## src/rtl/nanorv32_periph_fabric.sv

```systemverilog
// nanorv32_periph_fabric: routes the core's peripheral port to NSLV slaves by address decode.
// Latency: a slave ready on request cycle n gives periph_ready_nxt_o in cycle n, and dout/err in cycle n+1.
// Backpressure: the master holds its request until periph_ready_nxt_o; slave wait states, unmapped
//   addresses and timeouts (TIMEOUT cycles) all finish through that same handshake.
// Ports:
//   clk, rst                       clock and asynchronous active-high reset
//   periph_en/addr/bytesel/din_i   master request (a nonzero bytesel is a write)
//   periph_ready_nxt_o             the transfer completes at this clock edge
//   periph_dout_o, periph_err_o    registered result of the last completion
//   err_addr_o, err_cnt_o          address of the last error, and a saturating error count
//   bus_slv_en/addr/bytesel/din_o  one-hot slave select plus the shared request fields
//   slv_bus_dout_i, slv_bus_ready_nxt_i  per-slave read data and completion
module nanorv32_periph_fabric #(
  parameter int NSLV       = 4,
  parameter int ADDR_W     = 12,
  parameter int SLV_ADDR_W = 8,
  parameter int DATA_W     = 32,
  parameter int TIMEOUT    = 16,
  parameter int ERRCNT_W   = 8
) (
  input  logic                   clk,
  input  logic                   rst,
  input  logic                   periph_en_i,
  input  logic [ADDR_W-1:0]      periph_addr_i,
  input  logic [3:0]             periph_bytesel_i,
  input  logic [DATA_W-1:0]      periph_din_i,
  output logic                   periph_ready_nxt_o,
  output logic [DATA_W-1:0]      periph_dout_o,
  output logic                   periph_err_o,
  output logic [ADDR_W-1:0]      err_addr_o,
  output logic [ERRCNT_W-1:0]    err_cnt_o,
  output logic [NSLV-1:0]        bus_slv_en_o,
  output logic [SLV_ADDR_W-1:0]  bus_slv_addr_o,
  output logic [3:0]             bus_slv_bytesel_o,
  output logic [DATA_W-1:0]      bus_slv_din_o,
  input  logic [NSLV*DATA_W-1:0] slv_bus_dout_i,
  input  logic [NSLV-1:0]        slv_bus_ready_nxt_i
);

  localparam int IDX_W = ADDR_W - SLV_ADDR_W;
  localparam int CNT_W = $clog2(TIMEOUT + 1);

  typedef enum logic {S_IDLE, S_ACTIVE} state_t;

  state_t              state_q, state_d;
  logic [IDX_W-1:0]    idx_q, idx_d;
  logic [CNT_W-1:0]    cnt_q, cnt_d;
  logic [DATA_W-1:0]   dout_q;
  logic                err_q;
  logic [ADDR_W-1:0]   err_addr_q;
  logic [ERRCNT_W-1:0] err_cnt_q;

  logic [IDX_W-1:0]    req_idx;
  logic [IDX_W-1:0]    sel_idx;
  logic                mapped;
  logic                sel_rdy;
  logic [DATA_W-1:0]   sel_dat;
  logic [NSLV-1:0]     sel_onehot;
  logic                drive;
  logic                cpl;
  logic                cpl_err;

  assign req_idx = periph_addr_i[ADDR_W-1:SLV_ADDR_W];
  assign mapped  = int'(req_idx) < NSLV;
  // In ACTIVE the latched index steers the mux, so a changed address cannot retarget a transfer that is in flight.
  assign sel_idx = (state_q == S_ACTIVE) ? idx_q : req_idx;

  // Only the selected slave's ready and data are seen; ready from any other slave is ignored.
  always_comb begin
    sel_rdy    = 1'b0;
    sel_dat    = '0;
    sel_onehot = '0;
    for (int i = 0; i < NSLV; i++) begin
      if (sel_idx == IDX_W'(i)) begin
        sel_rdy       = slv_bus_ready_nxt_i[i];
        sel_dat       = slv_bus_dout_i[i*DATA_W +: DATA_W];
        sel_onehot[i] = 1'b1;
      end
    end
  end

  always_comb begin
    state_d = state_q;
    idx_d   = idx_q;
    cnt_d   = cnt_q;
    drive   = 1'b0;
    cpl     = 1'b0;
    cpl_err = 1'b0;
    case (state_q)
      S_IDLE: begin
        if (periph_en_i) begin
          if (mapped) begin
            drive = 1'b1;
            if (sel_rdy) begin
              cpl = 1'b1;
            end else begin
              state_d = S_ACTIVE;
              idx_d   = req_idx;
              cnt_d   = CNT_W'(1);
            end
          end else begin
            cpl     = 1'b1;
            cpl_err = 1'b1;
          end
        end
      end
      S_ACTIVE: begin
        if (!periph_en_i) begin
          // The master aborted: return to IDLE quietly, with no completion and no error.
          state_d = S_IDLE;
        end else begin
          drive = 1'b1;
          if (sel_rdy) begin
            cpl     = 1'b1;
            state_d = S_IDLE;
          end else if (cnt_q == CNT_W'(TIMEOUT - 1)) begin
            cpl     = 1'b1;
            cpl_err = 1'b1;
            state_d = S_IDLE;
          end else begin
            cnt_d = cnt_q + CNT_W'(1);
          end
        end
      end
      default: state_d = S_IDLE;
    endcase
  end

  always_ff @(posedge clk or posedge rst) begin
    if (rst) begin
      state_q    <= S_IDLE;
      idx_q      <= '0;
      cnt_q      <= '0;
      dout_q     <= '0;
      err_q      <= 1'b0;
      err_addr_q <= '0;
      err_cnt_q  <= '0;
    end else begin
      state_q <= state_d;
      idx_q   <= idx_d;
      cnt_q   <= cnt_d;
      if (cpl) begin
        // Writes and errors return zero; only a normal read returns slave data.
        dout_q <= (cpl_err || (periph_bytesel_i != 4'b0000)) ? '0 : sel_dat;
        err_q  <= cpl_err;
        if (cpl_err) begin
          err_addr_q <= periph_addr_i;
          if (err_cnt_q != {ERRCNT_W{1'b1}}) begin
            err_cnt_q <= err_cnt_q + ERRCNT_W'(1);
          end
        end
      end
    end
  end

  // The strobes are gated with rst so that no slave sees a select and the master sees no ready while reset is held.
  assign periph_ready_nxt_o = cpl & ~rst;
  assign bus_slv_en_o       = (drive && !rst) ? sel_onehot : '0;
  assign bus_slv_addr_o     = periph_addr_i[SLV_ADDR_W-1:0];
  assign bus_slv_bytesel_o  = periph_bytesel_i;
  assign bus_slv_din_o      = periph_din_i;
  assign periph_dout_o      = dout_q;
  assign periph_err_o       = err_q;
  assign err_addr_o         = err_addr_q;
  assign err_cnt_o          = err_cnt_q;

endmodule
```

## config.mk

```make
export PLATFORM = sky130hd
export DESIGN_NAME = nanorv32_periph_fabric
export DESIGN_NICKNAME = d
export VERILOG_FILES = /design/src/rtl/nanorv32_periph_fabric.sv
export SDC_FILE = /design/constraint.sdc
export NUM_CORES = 1
export LEC_CHECK = 0
export BUFFER_PORTS_ARGS = -buffer_cell sky130_fd_sc_hd__buf_2
export CAP_MARGIN = 20
export CORE_AREA = 2 2 109 111
export DETAILED_ROUTE_END_ITERATION = 7
export DIE_AREA = 0 0 111 113
export GPL_TIMING_DRIVEN = 0
export PLACE_DENSITY = 0.77
export SLEW_MARGIN = 10
export SYNTH_ARGS = -nofsm -noshare
export SYNTH_HDL_FRONTEND = slang
export SYNTH_SLANG_ARGS = --single-unit
```

## constraint.sdc

```tcl
create_clock -name clk -period 2.55 [get_ports clk]
set_input_delay 0.3825 -clock clk [delete_from_list [all_inputs] [get_ports clk]]
set_output_delay 0.3825 -clock clk [all_outputs]
set_load 0.05 [all_outputs]
```

After elaboration in Yosys (flattened, before gate mapping)
Cells that the tools add are included.
{"block": "classes", "n_addsub": 2, "order_cmp": 1, "n_eq_ne": 11, "muxes": 45, "bitwise": 4, "reduce_logical": 9}
{"operator": "$mux 32", "count": 5}
{"operator": "$mux 5", "count": 6}
{"operator": "$mux 1", "count": 27}
{"operator": "$ne 2x2->1 const B", "count": 6}
{"operator": "$pmux 5 s2", "count": 1}
{"operator": "$add 8x1->8 const B", "count": 1}
{"operator": "$eq 4x2->1 const B", "count": 2}
{"operator": "$mux 4", "count": 2}
{"operator": "$ne 8x8->1 const B", "count": 1}
{"operator": "$pmux 1 s2", "count": 4}
{"operator": "$reduce_and 6->1", "count": 1}
{"operator": "$add 5x1->5 const B", "count": 1}
{"operator": "$eq 5x4->1 const B", "count": 1}
{"operator": "$eq 4x1->1 const B", "count": 1}
{"operator": "$logic_not 4->1", "count": 1}
{"operator": "$lt 4x3->1 const B", "count": 1}
{"operator": "$reduce_and 4->1", "count": 1}
{"operator": "$reduce_bool 4->1", "count": 1}
{"operator": "$not 1->1", "count": 3}
{"operator": "$reduce_and 3->1", "count": 1}
{"operator": "$reduce_and 2->1", "count": 1}
{"operator": "$and 1x1->1", "count": 1}
{"operator": "$logic_and 1x1->1", "count": 1}
{"operator": "$logic_not 1->1", "count": 1}
{"operator": "$logic_or 1x1->1", "count": 1}
{"block": "word_totals", "regBits": 63, "in_bits": 183, "output_inout_bits": 102, "elab_cells": 79}

Logic depth before layout (Yosys ltp)
{"block": "depth", "word_depth": 11, "mapped_depth": 9, "depth_no_buf": 8}

Worst setup path before layout
Ideal clock, no wire load.
{"block": "synth_path", "kind": "reg-to-output", "start": "reg state_q", "end": "out bus_slv_en_o[0]", "t_arrival_ns": 2.342, "required_time_ns": 2.168, "setup_slack_ns": -0.174, "stages_incl_launch_ff": 7, "n_path_buf": 3, "cell_sequence": "dfrtp_1 > buf_2 > buf_6 > mux2i_1 > o21ai_2 > clkbuf_1 > nor3_1"}
{"block": "synth_via", "elab_chain_cells": 4, "elab_cells_between_ends": 7, "cone_classes": "mux (4); bitwise (1); reduce/logical (2)"}
{"element": "from (decl)", "line_no": "45", "source": "state_t state_q, state_d;"}
{"element": "from (signal assigned)", "line_no": "139", "source": "state_q <= state_d;"}
{"element": "$mux 4 or $not 1->1 (tied branches)"}
{"element": "$logic_not 4->1 or $pmux 1 s2 (tied branches)", "line_no": "74, 89"}
{"element": "$mux 1 or $logic_and 1x1->1 (tied branches)", "line_no": "74, 158"}
{"element": "$mux 4 *", "line_no": "158", "source": "assign bus_slv_en_o = (drive && !rst) ? sel_onehot : '0;"}
{"element": "to (decl)", "line_no": "32", "source": "output logic [NSLV-1:0] bus_slv_en_o,"}
Mark *: on every way between the ends. The rest lies on a longest branch, timed or not.

Worst setup path in the final report
{"block": "layout_path", "start": "reg state_q", "end": "out periph_ready_nxt_o"}
{"block": "layout_via", "elab_chain_cells": 11, "elab_cells_between_ends": 17, "cone_classes": "eq/ne (3); mux (11); bitwise (2); reduce/logical (1)"}
{"element": "$mux 4", "line_no": "66", "source": "assign sel_idx = (state_q == S_ACTIVE) ? idx_q : req_idx;"}
{"element": "$logic_not 4->1", "line_no": "74", "source": "if (sel_idx == IDX_W'(i)) begin"}
{"element": "$mux 1 (4 in a row)", "line_no": "74"}
{"element": "$mux 1", "line_no": "94", "source": "if (sel_rdy) begin"}
{"element": "$mux 1", "line_no": "92", "source": "if (mapped) begin"}
{"element": "$mux 1", "line_no": "91", "source": "if (periph_en_i) begin"}
{"element": "$pmux 1 s2 *", "line_no": "89", "source": "case (state_q)"}
{"element": "$and 1x1->1 *", "line_no": "157", "source": "assign periph_ready_nxt_o = cpl & ~rst;"}
{"element": "to (decl)", "line_no": "27", "source": "output logic periph_ready_nxt_o,"}
Marked as above.

==> impl_metrics.sql <==
INSERT INTO impl_metrics (metric_group, metric, value, unit) VALUES
('logic_synthesis', 'async_reset_ff_share', '100.0', '%'),
('status', 'status', 'completed', ''),
('placement', 'final_replace_weighted_congestion', '0.9458', ''),
('clock_tree', 'clock_path_buffers', '2', ''),
('power', 'p_total', '3.936', 'mW'),
('drt', 'drt_pass1_iterations', '4', ''),
('timing', 'max-slew-margin-rel', '47.65', '%'),
('run', 'drv.max_cap_violation_count', '0', ''),
('worst_setup_path', 'critical_path.max_fanout', '10', ''),
('clock_tree', 'cts_htree_levels', '3', ''),
('clock_tree', 'cts.sinks', '63', ''),
('power', 'power.combinational.fraction', '35.7', '%'),
('timing', 'hold_viol_final', '0', ''),
('drt', 'viasPerCell', '5.054', ''),
('logic_synthesis', 'ys_warn_count', '0', ''),
('drt', 'drt-total-wl', '13.91', 'mm'),
('layout', 'area.growth.synth_to_final', '46.88', '%'),
('power', 'p_int', '2.465', 'mW'),
('layout', 'fill_cells', '1083', ''),
('logic_synthesis', 'yosys.area.top_type_share', '39.56', '%'),
('worst_setup_path', 'crit_arrival', '2.17', 'ns'),
('worst_setup_path', 'critical_path.reg2reg.startpoint', 'state_q$_DFF_PP0_', ''),
('layout', 'finish.utilization', '51.93', '%'),
('grt', 'globalRoute.totalOverflow', '0', ''),
('power', 'static-leakage-power', '3.132', 'nW'),
('floorplanning', 'core_area', '0.01127', 'mm2'),
('floorplanning', 'die_area', '0.01254', 'mm2'),
('logic_synthesis', 'yosysSeqAreaShare', '39.56', '%'),
('grt', 'grt_antenna_before_repair', '0', ''),
('timing', 'least_margin_pin_slew', '0.7852', 'ns'),
('worst_setup_path', 'crit_path_start_kind', 'flop', ''),
('timing', 'final.hold.worst_slack', '0.2102', 'ns'),
('logic_synthesis', 'syn-mean-instance-area', '9.938', 'um2'),
('floorplanning', 'fp_rows', '39', ''),
('worst_setup_path', 'reg2reg_to', 'err_addr_o[7]$_DFFE_PP0P_', ''),
('power', 'switchingPower', '1.471', 'mW'),
('timing', 'setup-violations-final', '0', ''),
('drt', 'drtIter0Drc', '192', ''),
('floorplanning', 'start_util', '35.35', '%'),
('timing', 'slew_viol_final', '0', ''),
('floorplanning', 'width_of_the_die', '111', 'um'),
('placement', 'buffer_ports.inserted', '252', ''),
('floorplanning', 'floorplan.io_pins', '285', ''),
('grt', 'largest_net_degree_at_the_start_of_global_routing', '64', ''),
('power', 'pwr_density_cell', '672.5', 'mW/mm2'),
('drt', 'route.detailed.drc', '0', ''),
('worst_setup_path', 'worstPathRequired', '2.17', 'ns'),
('timing', 'rsz0062_at_grt', 'yes', ''),
('logic_synthesis', 'synthesis.area', '0.003985', 'mm2'),
('power', 'power.share.switching', '37.37', '%'),
('worst_setup_path', 'crit_type', 'flop to output port', ''),
('worst_setup_path', 'cp-end-kind', 'output port', ''),
('drt', 'route.vias.total', '4119', ''),
('power', 'power_frac_clock', '33.2', '%'),
('timing', 'timing.final.crit_share', '99.99', '%'),
('layout', 'finalNetCount', '852', ''),
('logic_synthesis', 'synth_top_area_cell', 'sky130_fd_sc_hd__dfrtp_1', ''),
('placement', 'detailed_place_hpwl', '10.93', 'mm'),
('clock_tree', 'clock_latency', '0.33', 'ns'),
('logic_synthesis', 'post_synth_num_cell_types', '48', ''),
('grt', 'grt_use_total', '21.38', '%'),
('hold_path', 'timing.hold.worst.class', 'input port to asynchronous set/reset pin', ''),
('timing', 'final_period_minus_worst_setup_slack', '2.550', 'ns'),
('timing', 'max_freq', '392.2', 'MHz'),
('logic_synthesis', 'netlist_top_cells_area', 'sky130_fd_sc_hd__dfrtp_1 40%, sky130_fd_sc_hd__buf_4 8.5%, sky130_fd_sc_hd__a22o_1 7.5%, sky130_fd_sc_hd__nand2_1 6.5%, sky130_fd_sc_hd__a221o_1 5.5%', ''),
('timing', 'finalSetupTns', '0', 'ns'),
('clock_tree', 'clockRootBuffer', 'sky130_fd_sc_hd__clkbuf_16', ''),
('logic_synthesis', 'synth-main-ff-cell', 'sky130_fd_sc_hd__dfrtp_1', ''),
('logic_synthesis', 'postSynthCellCount', '401', ''),
('clock_tree', 'tritoncts', 'built', ''),
('worst_setup_path', 'regToRegSetupSlack', '0.15', 'ns');
-- layout by cell type, fill, tap and decap left out, types with 3 or more instances in the layout --
master                      Yosys  final
sky130_fd_sc_hd__buf_2          4    252
sky130_fd_sc_hd__nand2_1       69     69
sky130_fd_sc_hd__dfrtp_1       63     63
sky130_fd_sc_hd__buf_4         45     50
sky130_fd_sc_hd__a22o_1        34     34
sky130_fd_sc_hd__a21oi_1       28     28
sky130_fd_sc_hd__a221o_1       22     22
sky130_fd_sc_hd__nand3_1       15     15
sky130_fd_sc_hd__clkbuf_1      14     12
sky130_fd_sc_hd__mux2_4        10     10
sky130_fd_sc_hd__o221a_2       10     10
sky130_fd_sc_hd__clkbuf_16      0      9
sky130_fd_sc_hd__nor2_1         8      7
sky130_fd_sc_hd__mux2_2         6      6
sky130_fd_sc_hd__and3_1         6      6
sky130_fd_sc_hd__xor2_1         6      6
sky130_fd_sc_hd__buf_6          6      5
sky130_fd_sc_hd__inv_1          5      4
sky130_fd_sc_hd__nor3_2         2      4
sky130_fd_sc_hd__nor2b_1        3      3
sky130_fd_sc_hd__mux2i_1        4      3
sky130_fd_sc_hd__clkbuf_2       0      3
sky130_fd_sc_hd__mux2_1         3      3
sky130_fd_sc_hd__ha_1           3      3
-- registers in the layout, indices dropped and copies added, names as in the netlist --
name	flops
periph_dout_o	32
err_addr_o	12
err_cnt_o	8
cnt_q	5
idx_q	4
periph_err_o	1
state_q	1
-- cells in the mapped netlist (3+ instances only) --
cell type,number
sky130_fd_sc_hd__dfrtp_1,63
sky130_fd_sc_hd__ha_1,3
sky130_fd_sc_hd__mux2_1,3
sky130_fd_sc_hd__nor3_1,4
sky130_fd_sc_hd__buf_6,6
sky130_fd_sc_hd__inv_1,5
sky130_fd_sc_hd__mux2i_1,4
sky130_fd_sc_hd__buf_2,4
sky130_fd_sc_hd__a21oi_1,28
sky130_fd_sc_hd__buf_4,45
sky130_fd_sc_hd__nor2_1,8
sky130_fd_sc_hd__a22o_1,34
sky130_fd_sc_hd__clkbuf_1,14
sky130_fd_sc_hd__nand2_1,69
sky130_fd_sc_hd__o221a_2,10
sky130_fd_sc_hd__mux2_2,6
sky130_fd_sc_hd__nand3_1,15
sky130_fd_sc_hd__mux2_4,10
sky130_fd_sc_hd__a221o_1,22
sky130_fd_sc_hd__nor2b_1,3
sky130_fd_sc_hd__xor2_1,6
sky130_fd_sc_hd__and3_1,6
-- through the flow --
step                setup slack [ns]  std cells  instance area, um2
global placement             -0.2582        796                5435
global route                -0.09095        814                5851
finish                     0.0002311        815                5853
floorplan                     0.2252        401                3995
CTS                         -0.05971        813                5812
detailed placement           -0.1100        796                5438
-- timing repair --
item,4_1_cts,5_1_grt
setup endpoints to repair,14,23
setup buffers,1,1
gates resized for setup,14,6
pin swaps,1,0
hold buffers,0,0
-- cell type report --
class / count / area, um2 / share of cell area (%)
Clock inverter: 6 / 85.08 / 1.454
Sequential cell: 63 / 1577 / 26.93
Multi-Input combinational cell: 264 / 1988 / 33.97
Tap cell: 143 / 178.9 / 3.057
Buffer: 69 / 488.0 / 8.337
Inverter: 5 / 21.27 / 0.3634
Timing Repair Buffer: 254 / 1284 / 21.93
Clock buffer: 10 / 229.0 / 3.912
Antenna cell: 1 / 2.502 / 0.04275
-- worst max-delay path, cell delays in order, from the launching register on --
cell and delay (ns):
sky130_fd_sc_hd__dfrtp_1 0.35, sky130_fd_sc_hd__clkbuf_4 0.18, sky130_fd_sc_hd__mux2_4 0.39, sky130_fd_sc_hd__mux2i_4 0.22, sky130_fd_sc_hd__o221ai_4 0.18, sky130_fd_sc_hd__buf_6 0.18, sky130_fd_sc_hd__o21a_1 0.13, sky130_fd_sc_hd__buf_4 0.20
-- per-layer routing --
metal	vias to the layer above	routed length [um]	GRT usage, %
met5	-	0	0
met3	14	941	4.392
li1	1968	-	-
met2	198	7316	40.29
met4	0	200	5.833
met1	1939	5447	24.63
-- power by group through the flow --
| stage | registers [mW] | logic [mW] | clock network (mW) |
|---|---|---|---|
| 3_3_place_gp | 1.23 | 1.36 | 0 |
| 6_report | 1.22 | 1.41 | 1.31 |
| 3_5_place_dp | 1.23 | 1.38 | 0 |
| 5_1_grt | 1.24 | 1.50 | 1.38 |
| 4_1_cts | 1.22 | 1.41 | 1.33 |
| 2_1_floorplan | 1.53 | 0.677 | 0 |
-- cells by family (layout without fill, tap and decap cells) --
logic type	after synthesis	count (layout)	share of synthesized area (%)
compound gates	107	107	22.76
xor+xnor	6	6	1.319
fa+ha+maj	3	3	0.9420
buf+inv	74	344	12.46
flops	63	63	39.56
mux	24	24	7.880
other cells	0	1	0
simple gates	124	124	15.07
-- worst max path at each step --
stage	startpoint	endpoint	slack (ns)	depth (start not counted)
detailed placement	periph_addr_i[10]	periph_ready_nxt_o	-0.11	7
global placement	rst	periph_dout_o[7]$_DFFE_PP0N_	-0.26	2
global route	state_q$_DFF_PP0_	periph_ready_nxt_o	-0.09	8
floorplan	state_q$_DFF_PP0_	periph_ready_nxt_o	0.23	6
finish	state_q$_DFF_PP0_	periph_ready_nxt_o	0.0002	7
CTS	state_q$_DFF_PP0_	periph_ready_nxt_o	-0.06	8
Note: power is estimated with default switching activity, not from simulation.
